===== src/rtl/dispatch_pkg.sv =====
// rtl/dispatch_pkg.sv - shared constants and helper functions for the N-port dispatcher
package dispatch_pkg;

  localparam int STATS_W = 16;

  // Ceiling log2 for elaboration-time sizing; returns 0 for value <= 1.
  function automatic int clog2(input int value);
    int r;
    r = 0;
    for (int i = 0; i < 31; i++) begin
      if ((1 << i) < value) r = i + 1;
    end
    return r;
  endfunction

  // Route field of a word: everything above the payload bits.
  function automatic logic [31:0] route_of(input logic [31:0] word, input int main_size);
    return word >> main_size;
  endfunction

endpackage


===== src/rtl/pcie_dispatch_n_if.sv =====
// rtl/pcie_dispatch_n_if.sv - ingress/egress handshake bundle of the N-port dispatcher
interface pcie_dispatch_n_if #(
  parameter int DATA_SIZE = 10,
  parameter int MAIN_SIZE = 8,
  parameter int NUM_PORTS = 4
);

  logic [DATA_SIZE-1:0]           in_data;
  logic                           in_valid;
  logic                           in_ready;
  logic [NUM_PORTS*MAIN_SIZE-1:0] out_data;
  logic [NUM_PORTS-1:0]           out_valid;
  logic [NUM_PORTS-1:0]           out_ready;
  logic [NUM_PORTS-1:0]           fifo_full;
  logic                           error_route;

  // Upstream producer and downstream consumers as seen from outside.
  modport master (
    output in_data, in_valid, out_ready,
    input  in_ready, out_data, out_valid, fifo_full, error_route
  );

  // The dispatcher itself.
  modport slave (
    input  in_data, in_valid, out_ready,
    output in_ready, out_data, out_valid, fifo_full, error_route
  );

endinterface


===== src/rtl/dispatch_fifo.sv =====
// rtl/dispatch_fifo.sv - show-ahead per-destination FIFO with registered full flag
module dispatch_fifo
  import dispatch_pkg::*;
#(
  parameter int MAIN_SIZE  = 8,
  parameter int FIFO_DEPTH = 4
) (
  input  logic                 clk,
  input  logic                 reset,
  input  logic                 push,
  input  logic [MAIN_SIZE-1:0] din,
  input  logic                 pop,
  output logic [MAIN_SIZE-1:0] dout,
  output logic                 valid,
  output logic                 full
);

  localparam int AW = clog2(FIFO_DEPTH);
  localparam int PW = AW + 1;

  logic [MAIN_SIZE-1:0] mem_q [FIFO_DEPTH];
  logic [PW-1:0]        wr_ptr_q, wr_ptr_d;
  logic [PW-1:0]        rd_ptr_q, rd_ptr_d;
  logic                 full_q, full_d;
  logic                 empty;
  logic                 do_push;
  logic                 do_pop;

  assign empty   = (wr_ptr_q == rd_ptr_q);
  assign do_pop  = pop && !empty;
  // Upstream already stalls on full; the guard keeps a stray push from corrupting the head.
  assign do_push = push && !full_q;

  // Next pointers and the full flag they imply, so full is a plain register.
  always_comb begin
    wr_ptr_d = wr_ptr_q + PW'(do_push);
    rd_ptr_d = rd_ptr_q + PW'(do_pop);
    full_d   = (wr_ptr_d[PW-1] != rd_ptr_d[PW-1]) &&
               (wr_ptr_d[AW-1:0] == rd_ptr_d[AW-1:0]);
  end

  // Pointer and flag state; in-flight words are dropped by clearing the pointers.
  always_ff @(posedge clk or negedge reset) begin
    if (!reset) begin
      wr_ptr_q <= '0;
      rd_ptr_q <= '0;
      full_q   <= 1'b0;
    end else begin
      wr_ptr_q <= wr_ptr_d;
      rd_ptr_q <= rd_ptr_d;
      full_q   <= full_d;
    end
  end

  // Storage array; contents are left as-is across reset.
  always_ff @(posedge clk) begin
    if (do_push) mem_q[wr_ptr_q[AW-1:0]] <= din;
  end

  assign valid = !empty;
  assign full  = full_q;
  // Mask stale memory so consumers see zero whenever nothing is queued.
  assign dout  = valid ? mem_q[rd_ptr_q[AW-1:0]] : '0;

endmodule


===== src/rtl/pcie_dispatch_n.sv =====
// rtl/pcie_dispatch_n.sv - route-decoded N-port dispatcher; DISPATCH_STATS_EN adds per-port packet counters
module pcie_dispatch_n
  import dispatch_pkg::*;
#(
  parameter int DATA_SIZE  = 10,
  parameter int MAIN_SIZE  = 8,
  parameter int NUM_PORTS  = 4,
  parameter int FIFO_DEPTH = 4
) (
  input  logic                         clk,
  input  logic                         reset,
  pcie_dispatch_n_if.slave             bus
`ifdef DISPATCH_STATS_EN
  ,
  output logic [NUM_PORTS*STATS_W-1:0] pkt_count
`endif
);

  localparam int RW = DATA_SIZE - MAIN_SIZE;

  logic [RW-1:0]                  dest;
  logic                           legal;
  logic                           sel_full;
  logic                           accept;
  logic [NUM_PORTS-1:0]           push_vec;
  logic [NUM_PORTS-1:0]           full_w;
  logic [NUM_PORTS-1:0]           valid_w;
  logic [NUM_PORTS*MAIN_SIZE-1:0] data_w;
  logic                           err_q, err_d;

  assign dest   = RW'(route_of(32'(bus.in_data), MAIN_SIZE));
  assign legal  = (32'(dest) < 32'(NUM_PORTS));
  // Illegal routes are always taken so they can be dropped and flagged.
  assign bus.in_ready = !legal || !sel_full;
  assign accept = bus.in_valid && bus.in_ready;

  // Full flag of the addressed port and the one-hot push; a loop avoids indexing past NUM_PORTS.
  always_comb begin
    sel_full = 1'b0;
    push_vec = '0;
    for (int p = 0; p < NUM_PORTS; p++) begin
      if (32'(dest) == 32'(p)) begin
        sel_full    = full_w[p];
        push_vec[p] = accept && legal;
      end
    end
  end

  genvar gp;
  generate
    for (gp = 0; gp < NUM_PORTS; gp++) begin : g_port
      dispatch_fifo #(
        .MAIN_SIZE  (MAIN_SIZE),
        .FIFO_DEPTH (FIFO_DEPTH)
      ) u_fifo (
        .clk   (clk),
        .reset (reset),
        .push  (push_vec[gp]),
        .din   (bus.in_data[MAIN_SIZE-1:0]),
        .pop   (bus.out_ready[gp]),
        .dout  (data_w[gp*MAIN_SIZE +: MAIN_SIZE]),
        .valid (valid_w[gp]),
        .full  (full_w[gp])
      );
    end
  endgenerate

  assign bus.out_data  = data_w;
  assign bus.out_valid = valid_w;
  assign bus.fifo_full = full_w;

  assign err_d = accept && !legal;

  // One-cycle error pulse per dropped word.
  always_ff @(posedge clk or negedge reset) begin
    if (!reset) err_q <= 1'b0;
    else        err_q <= err_d;
  end

  assign bus.error_route = err_q;

`ifdef DISPATCH_STATS_EN
  logic [STATS_W-1:0] cnt_q [NUM_PORTS];
  logic [STATS_W-1:0] cnt_d [NUM_PORTS];

  // Count legal accepts per port; the counter wraps naturally at 16 bits.
  always_comb begin
    for (int p = 0; p < NUM_PORTS; p++) begin
      cnt_d[p] = cnt_q[p] + STATS_W'(push_vec[p]);
    end
  end

  // Counters are cleared only by reset.
  always_ff @(posedge clk or negedge reset) begin
    if (!reset) begin
      for (int p = 0; p < NUM_PORTS; p++) cnt_q[p] <= '0;
    end else begin
      for (int p = 0; p < NUM_PORTS; p++) cnt_q[p] <= cnt_d[p];
    end
  end

  genvar gc;
  generate
    for (gc = 0; gc < NUM_PORTS; gc++) begin : g_cnt
      assign pkt_count[gc*STATS_W +: STATS_W] = cnt_q[gc];
    end
  endgenerate
`endif

endmodule


===== src/flat_wrapper.sv =====
// flat-port wrapper written by rule: the top's interface ports become plain ports
module pcie_dispatch_n_flat import dispatch_pkg::*;
#(
  parameter int DATA_SIZE  = 10,
  parameter int MAIN_SIZE  = 8,
  parameter int NUM_PORTS  = 4,
  parameter int FIFO_DEPTH = 4
)
  (clk, reset, bus_in_data, bus_in_valid, bus_out_ready, bus_in_ready, bus_out_data, bus_out_valid, bus_fifo_full, bus_error_route);
  pcie_dispatch_n_if #(.DATA_SIZE(DATA_SIZE), .MAIN_SIZE(MAIN_SIZE), .NUM_PORTS(NUM_PORTS)) bus_i ();
  input  logic clk;
  input  logic reset;
  input wire logic [$bits(bus_i.in_data)-1:0] bus_in_data;
  input wire logic [$bits(bus_i.in_valid)-1:0] bus_in_valid;
  input wire logic [$bits(bus_i.out_ready)-1:0] bus_out_ready;
  output wire logic [$bits(bus_i.in_ready)-1:0] bus_in_ready;
  output wire logic [$bits(bus_i.out_data)-1:0] bus_out_data;
  output wire logic [$bits(bus_i.out_valid)-1:0] bus_out_valid;
  output wire logic [$bits(bus_i.fifo_full)-1:0] bus_fifo_full;
  output wire logic [$bits(bus_i.error_route)-1:0] bus_error_route;
  assign bus_i.in_data = bus_in_data;
  assign bus_i.in_valid = bus_in_valid;
  assign bus_i.out_ready = bus_out_ready;
  assign bus_in_ready = bus_i.in_ready;
  assign bus_out_data = bus_i.out_data;
  assign bus_out_valid = bus_i.out_valid;
  assign bus_fifo_full = bus_i.fifo_full;
  assign bus_error_route = bus_i.error_route;
  pcie_dispatch_n #(.DATA_SIZE(DATA_SIZE), .MAIN_SIZE(MAIN_SIZE), .NUM_PORTS(NUM_PORTS), .FIFO_DEPTH(FIFO_DEPTH)) u_core (.clk(clk), .reset(reset), .bus(bus_i));
endmodule

===== config.mk =====
export PLATFORM = sky130hd
export DESIGN_NAME = pcie_dispatch_n_flat
export DESIGN_NICKNAME = d
export VERILOG_FILES = /design/src/rtl/dispatch_pkg.sv /design/src/rtl/pcie_dispatch_n_if.sv /design/src/rtl/dispatch_fifo.sv /design/src/rtl/pcie_dispatch_n.sv /design/src/flat_wrapper.sv
export SDC_FILE = /design/constraint.sdc
export NUM_CORES = 1
export LEC_CHECK = 0
export ABC_AREA = 1
export CAP_MARGIN = 40
export CORE_MARGIN = 2
export CORE_UTILIZATION = 28
export DETAILED_ROUTE_END_ITERATION = 7
export SYNTH_ARGS = -nofsm -noshare
export SYNTH_HDL_FRONTEND = slang
export SYNTH_SLANG_ARGS = --single-unit

===== constraint.sdc =====
create_clock -name clk -period 5.8 [get_ports clk]
set_clock_uncertainty 0.05 [all_clocks]
set_input_delay 0.58 -clock clk [delete_from_list [all_inputs] [get_ports clk]]
set_output_delay 0.58 -clock clk [all_outputs]
set_load 0.02 [all_outputs]

# Word-level counts from Yosys, hierarchy flattened
# Memories as Yosys holds them, arrays and structs flattened.
# Cells that the tools add are included.
# classes
n_reduce_logical	23
addsub	8
eq_ne	15
n_mux	20
# ops
op	n
8-bit 2-to-1 mux	4
3-bit by 1-bit adder with 3-bit output	8
1-bit 2-to-1 mux	16
1-bit logical AND	13
3-bit == test	4
1-bit zero test	9
2-bit == test	4
2-bit == test, second input constant	2
1-bit inequality test	4
2-bit by 1-bit == test with 1-bit output, second input constant	1
2-bit zero test	1
# word_totals
ram_bits	128
word_cells	82
reg_bits	28
mem_count	4
out_inout_bits	42
input_bits	17
# mem_list
name	depth	width	rd	rd_clocked_by_memory_dff	write_ports	line_no	rtl
u_core.g_port[0].u_fifo.mem_q	4	8	1	0	1	dispatch_fifo.sv:21	logic [MAIN_SIZE-1:0] mem_q [FIFO_DEPTH];
u_core.g_port[1].u_fifo.mem_q	4	8	1	0	1	dispatch_fifo.sv:21	
u_core.g_port[2].u_fifo.mem_q	4	8	1	0	1	dispatch_fifo.sv:21	
u_core.g_port[3].u_fifo.mem_q	4	8	1	0	1	dispatch_fifo.sv:21	

# Depth between registers and ports, before layout
# depth
word_depth	12
depth_mapped	11
mapped_depth_nobuf	11

# Hierarchy
# Synthesis repeated with hierarchy kept, for this count alone.
# unflattened
hier_cells	803
area_unflattened_um2	7505.9
# modules_own_cells
module	area_each_um2	cells_each	instances	seq_area_each_um2
dispatch_fifo	1853.0	196	4	1136.1
pcie_dispatch_n	93.8	19	1	0.0

# Least setup slack after synthesis
# No wires, ideal clock.
# synth_timing
path_kind	input to register
start	in bus_in_data[8]
end	reg u_core.g_port[2].u_fifo.full_q
setup_ps	77
path_stages	11
required_ps	5673
setup_slack_ps	3552
path_buffers	0
arrival_time_ps	2120
path_cell_list	nor2_1 nand2_1 nand3_1 nand2_1 nand3_1 inv_1 ha_1 ha_1 xnor2_1 or2_2 a21oi_1
# synth_via
elab_chain_cells	12
word_cells_on_any_way	16
classes_between	1 x add/sub; 5 x eq/ne; 5 x mux; 5 x reduce/logical
# synth_lines
element	line_no	rtl
start, declared	flat_wrapper.sv:13	input wire logic [$bits(bus_i.in_data)-1:0] bus_in_data;
2-bit zero test	pcie_dispatch_n.sv:42	if (32'(dest) == 32'(p)) begin
1-bit 2-to-1 mux (3 in a row)	pcie_dispatch_n.sv:42	
1-bit 2-to-1 mux *	pcie_dispatch_n.sv:42	
1-bit zero test *	pcie_dispatch_n.sv:34	assign bus.in_ready = !legal || !sel_full;
named net bus_in_ready	flat_wrapper.sv:16	output wire logic [$bits(bus_i.in_ready)-1:0] bus_in_ready;
1-bit logical AND *	pcie_dispatch_n.sv:35	assign accept = bus.in_valid && bus.in_ready;
1-bit 2-to-1 mux *	pcie_dispatch_n.sv:42	
1-bit logical AND *	dispatch_fifo.sv:32	assign do_push = push && !full_q;
3-bit by 1-bit adder with 3-bit output *	dispatch_fifo.sv:36	wr_ptr_d = wr_ptr_q + PW'(do_push);
2-bit == test or 1-bit inequality test (tied branches)	dispatch_fifo.sv:39, dispatch_fifo.sv:38	
1-bit logical AND *	dispatch_fifo.sv:38	full_d = (wr_ptr_d[PW-1] != rd_ptr_d[PW-1]) &&
named net u_core.g_port[2].u_fifo.full_d	dispatch_fifo.sv:24	logic full_q, full_d;
end signal, assigned	dispatch_fifo.sv:51	full_q <= full_d;
end, declared	dispatch_fifo.sv:24	
# Mark *: on every way through the listed nets, which the timed path passes. The rest lies on a longest branch.

# Worst setup path after layout
# layout_timing
start	reg u_core.g_port[3].u_fifo.rd_ptr_q[0]
end	out bus_out_data[27]
# layout_via
elab_chain_cells	2
word_cells_on_any_way	3
classes_between	1 x eq/ne; 1 x mux; 1 x memory
# layout_lines
element	line_no	rtl
start, declared	dispatch_fifo.sv:23	logic [PW-1:0] rd_ptr_q, rd_ptr_d;
start signal, assigned	dispatch_fifo.sv:50	rd_ptr_q <= rd_ptr_d;
memory 4 x 8 bit or 3-bit == test (tied branches)	-	
8-bit 2-to-1 mux *	dispatch_fifo.sv:63	assign dout = valid ? mem_q[rd_ptr_q[AW-1:0]] : '0;
end, declared	flat_wrapper.sv:17	output wire logic [$bits(bus_i.out_data)-1:0] bus_out_data;
# Every way passes the cells marked *; elsewhere a longest branch is shown, timed or not.

==> out/metrics.cfg <==
[status]
run_status=finished, final reports clean

[clock_tree]
cts_root_buffer=clkbuf_16
cts_max_level=4
cts_resized=0
clk_pin_slew_ns=0.06
cts_max_path_buffers=2
cts.sinks=156
cts_setup_buffers=0
holdBufCountCts=0
cts_buffers=17
worstSkewPairLatency_ns=0.42
cts_tree=built

[worst_setup_path]
startpoint_type=register
r2r_end=u_core.g_port[1].u_fifo.full$_DFF_PN0_
r2r-start=u_core.g_port[1].u_fifo.rd_ptr_q[0]$_DFF_PN0_
cp_data_required_time_ns=5.17
path_max_fanout=19
rrSetupSlack_ns=3.29
setup.worst_path.end_class=output port
arrival_ns=2.55
path_class=reg2out
worstRegToRegCells=8

[sta]
hold_viol_final=0
worst_pin_slew_ns=0.832
finalSetupTns_ns=0
setup_ws_ns=2.62
setup_viol=0
slew_violations=0
min_period_over_period_pct=54.8
fin_crit_ns=3.18
max_freq_mhz=315
slew_headroom_pct=44.4
rsz0062_at_grt=false

[placement]
port_buffers=57
place.gp.congestion=0.740
dp_slack_ns=2.96
hpwlAfterDp_mm=9.35

[final_layout]
num-fill-cells=2287
multi_input_area_mm2=0.00173
nNetsFinal=650
area_delta_synth_final_pct=20.6
diodes=0
seqCellArea_mm2=0.00454
drive_gt1_share_pct=6.36

[global_route]
grt_pass1_vias=4072
antenna_found_initial=0
grt_max_degree=29
gr-total-overflow=0
track_usage_pct=12.1
grt_pass1_wl_mm=22.4

[routing]
antenna_left=0
vias=4094
drc=0
vias_per_cell=4.32
wl_per_cell_um=14.9
drt_iter0_markers=268
dr.pass1.iters=4
wirelength_mm=14.1

[flow_run]
cap_violations=0

[power]
power.density_mw_per_mm2=572
power.leakage_nw=2.93
peakVddDrop_mv=0.391

[synth]
yosysUniqueCellTypes=22
synth.top_cell.area_share_pct=58.2
synth_area_leaders=edfxtp_1 (58%), dfrtp_1 (11%), nor2_1 (8.5%)
yosys_warnings=0
syn_avg_cell_area_um2=11.8
syn_area_mm2=0.00661
yosysMostFrequentCell=nor2_1
synth.net_count=595
synth_edf_count=128
ys_ff_latch=156
ys_async_sr_fraction_pct=17.9
synth_seq_area_share_pct=68.8
synth_commonest_cells=nor2_1 (149), edfxtp_1 (128), o21ai_0 (70)
ys.flop_type=edfxtp_1
synth.largest_area_cell=edfxtp_1
syn_inst=562

[die]
fp.coreArea_mm2=0.0233
start_util_pct=28.3
die-area_mm2=0.0248
ios=59
die_x_um=158
die_h_um=158
rows=56

[min_path]
hold_class=reg2reg
hold_end=u_core.g_port[3].u_fifo.rd_ptr_q[2]$_DFF_PN0_
hold_depth=1
min_from=u_core.g_port[3].u_fifo.rd_ptr_q[2]$_DFF_PN0_

-- final cells by class --
| class | count | share of cell area [%] |
|---|---|---|
| clock inverter | 11 | 1.27 |
| sequential | 156 | 57.0 |
| clock buffer | 20 | 5.48 |
| inverter | 41 | 1.93 |
| multi-input combinational | 339 | 21.7 |
| tap | 319 | 5.01 |
| timing repair buffer | 62 | 7.60 |
-- worst max-delay path, cell delays in order (launching register included) --
cell             delay [ns]
dfrtp_1                0.78
xor2_1                 0.29
nor2_4                 0.13
a21oi_1                0.26
clkdlybuf4s50_1        0.66
-- stage by stage --
stage	hold slack (ns)	instance area [µm²]	power, W	instances	utilization (%)
floorplan	0.234	6610	0.00284	562	-
global placement	0.460	7430	0.00356	916	31.8
detailed placement	0.463	7430	0.00358	917	31.8
CTS	0.471	7970	0.00462	948	34.2
global route	0.487	7970	0.00489	948	34.2
finish	0.467	7970	0.00456	948	34.2
-- layer usage --
| metal | GRT usage [%] | part of all wire [%] |
|---|---|---|
| met1 | 16.2 | 48 |
| met2 | 19.6 | 47 |
| met3 | 2.90 | 3.6 |
| met4 | 3.55 | 1.3 |
| met5 | 0 | 0 |
-- worst max-delay path by stage --
| stage | from | slack, ns | cells past startpoint | endpoint |
|---|---|---|---|---|
| floorplan | bus_in_data[8] | 3.55 | 11 | u_core.g_port[2].u_fifo.full$_DFF_PN0_ |
| global placement | bus_in_data[9] | 3.04 | 12 | u_core.g_port[2].u_fifo.full$_DFF_PN0_ |
| detailed placement | bus_in_data[9] | 2.96 | 6 | u_core.g_port[0].u_fifo.mem_q[3][3]$_DFFE_PP_ |
| CTS | u_core.g_port[3].u_fifo.rd_ptr_q[0]$_DFF_PN0_ | 2.59 | 4 | bus_out_data[27] |
| global route | u_core.g_port[0].u_fifo.rd_ptr_q[0]$_DFF_PN0_ | 2.46 | 6 | bus_out_data[5] |
| finish | u_core.g_port[3].u_fifo.rd_ptr_q[0]$_DFF_PN0_ | 2.62 | 4 | bus_out_data[27] |
-- cells by family after synthesis --
family          share of synthesized area [%]
fa+ha+maj                                3.03
other cells                            0.0568
flops                                    68.8
xor+xnor                                 3.58
simple gates                             12.0
compound gates                           7.50
buf+inv                                  5.07
-- report_power, final --
part           switching [W]  internal [W]  total, W
Clock               0.000409      0.000621   0.00103
Combinational        0.00112      0.000831   0.00195
Sequential          0.000227       0.00135   0.00158
-- state kept, by name (all words and copies together) (netlist names) --
signal,flops
u_core.g_port.u_fifo.mem_q,128
u_core.g_port.u_fifo.rd_ptr_q,12
u_core.g_port.u_fifo.wr_ptr_q,12
u_core.g_port.u_fifo.full,4
-- layout by cell type (no fill, tap or decap), drive strengths merged --
cell / instances
a21oi: 26
buf: 5
bufinv: 2
clkbuf: 20
clkdlybuf4s50: 57
clkinv: 8
conb: 1
dfrtp: 28
edfxtp: 128
ha: 16
inv: 42
nand2: 28
nand3: 9
nor2: 152
nor3: 5
o21ai: 73
or2: 2
xnor2: 15
xor2: 12
No activity file was read; power rests on OpenSTA's default activity.
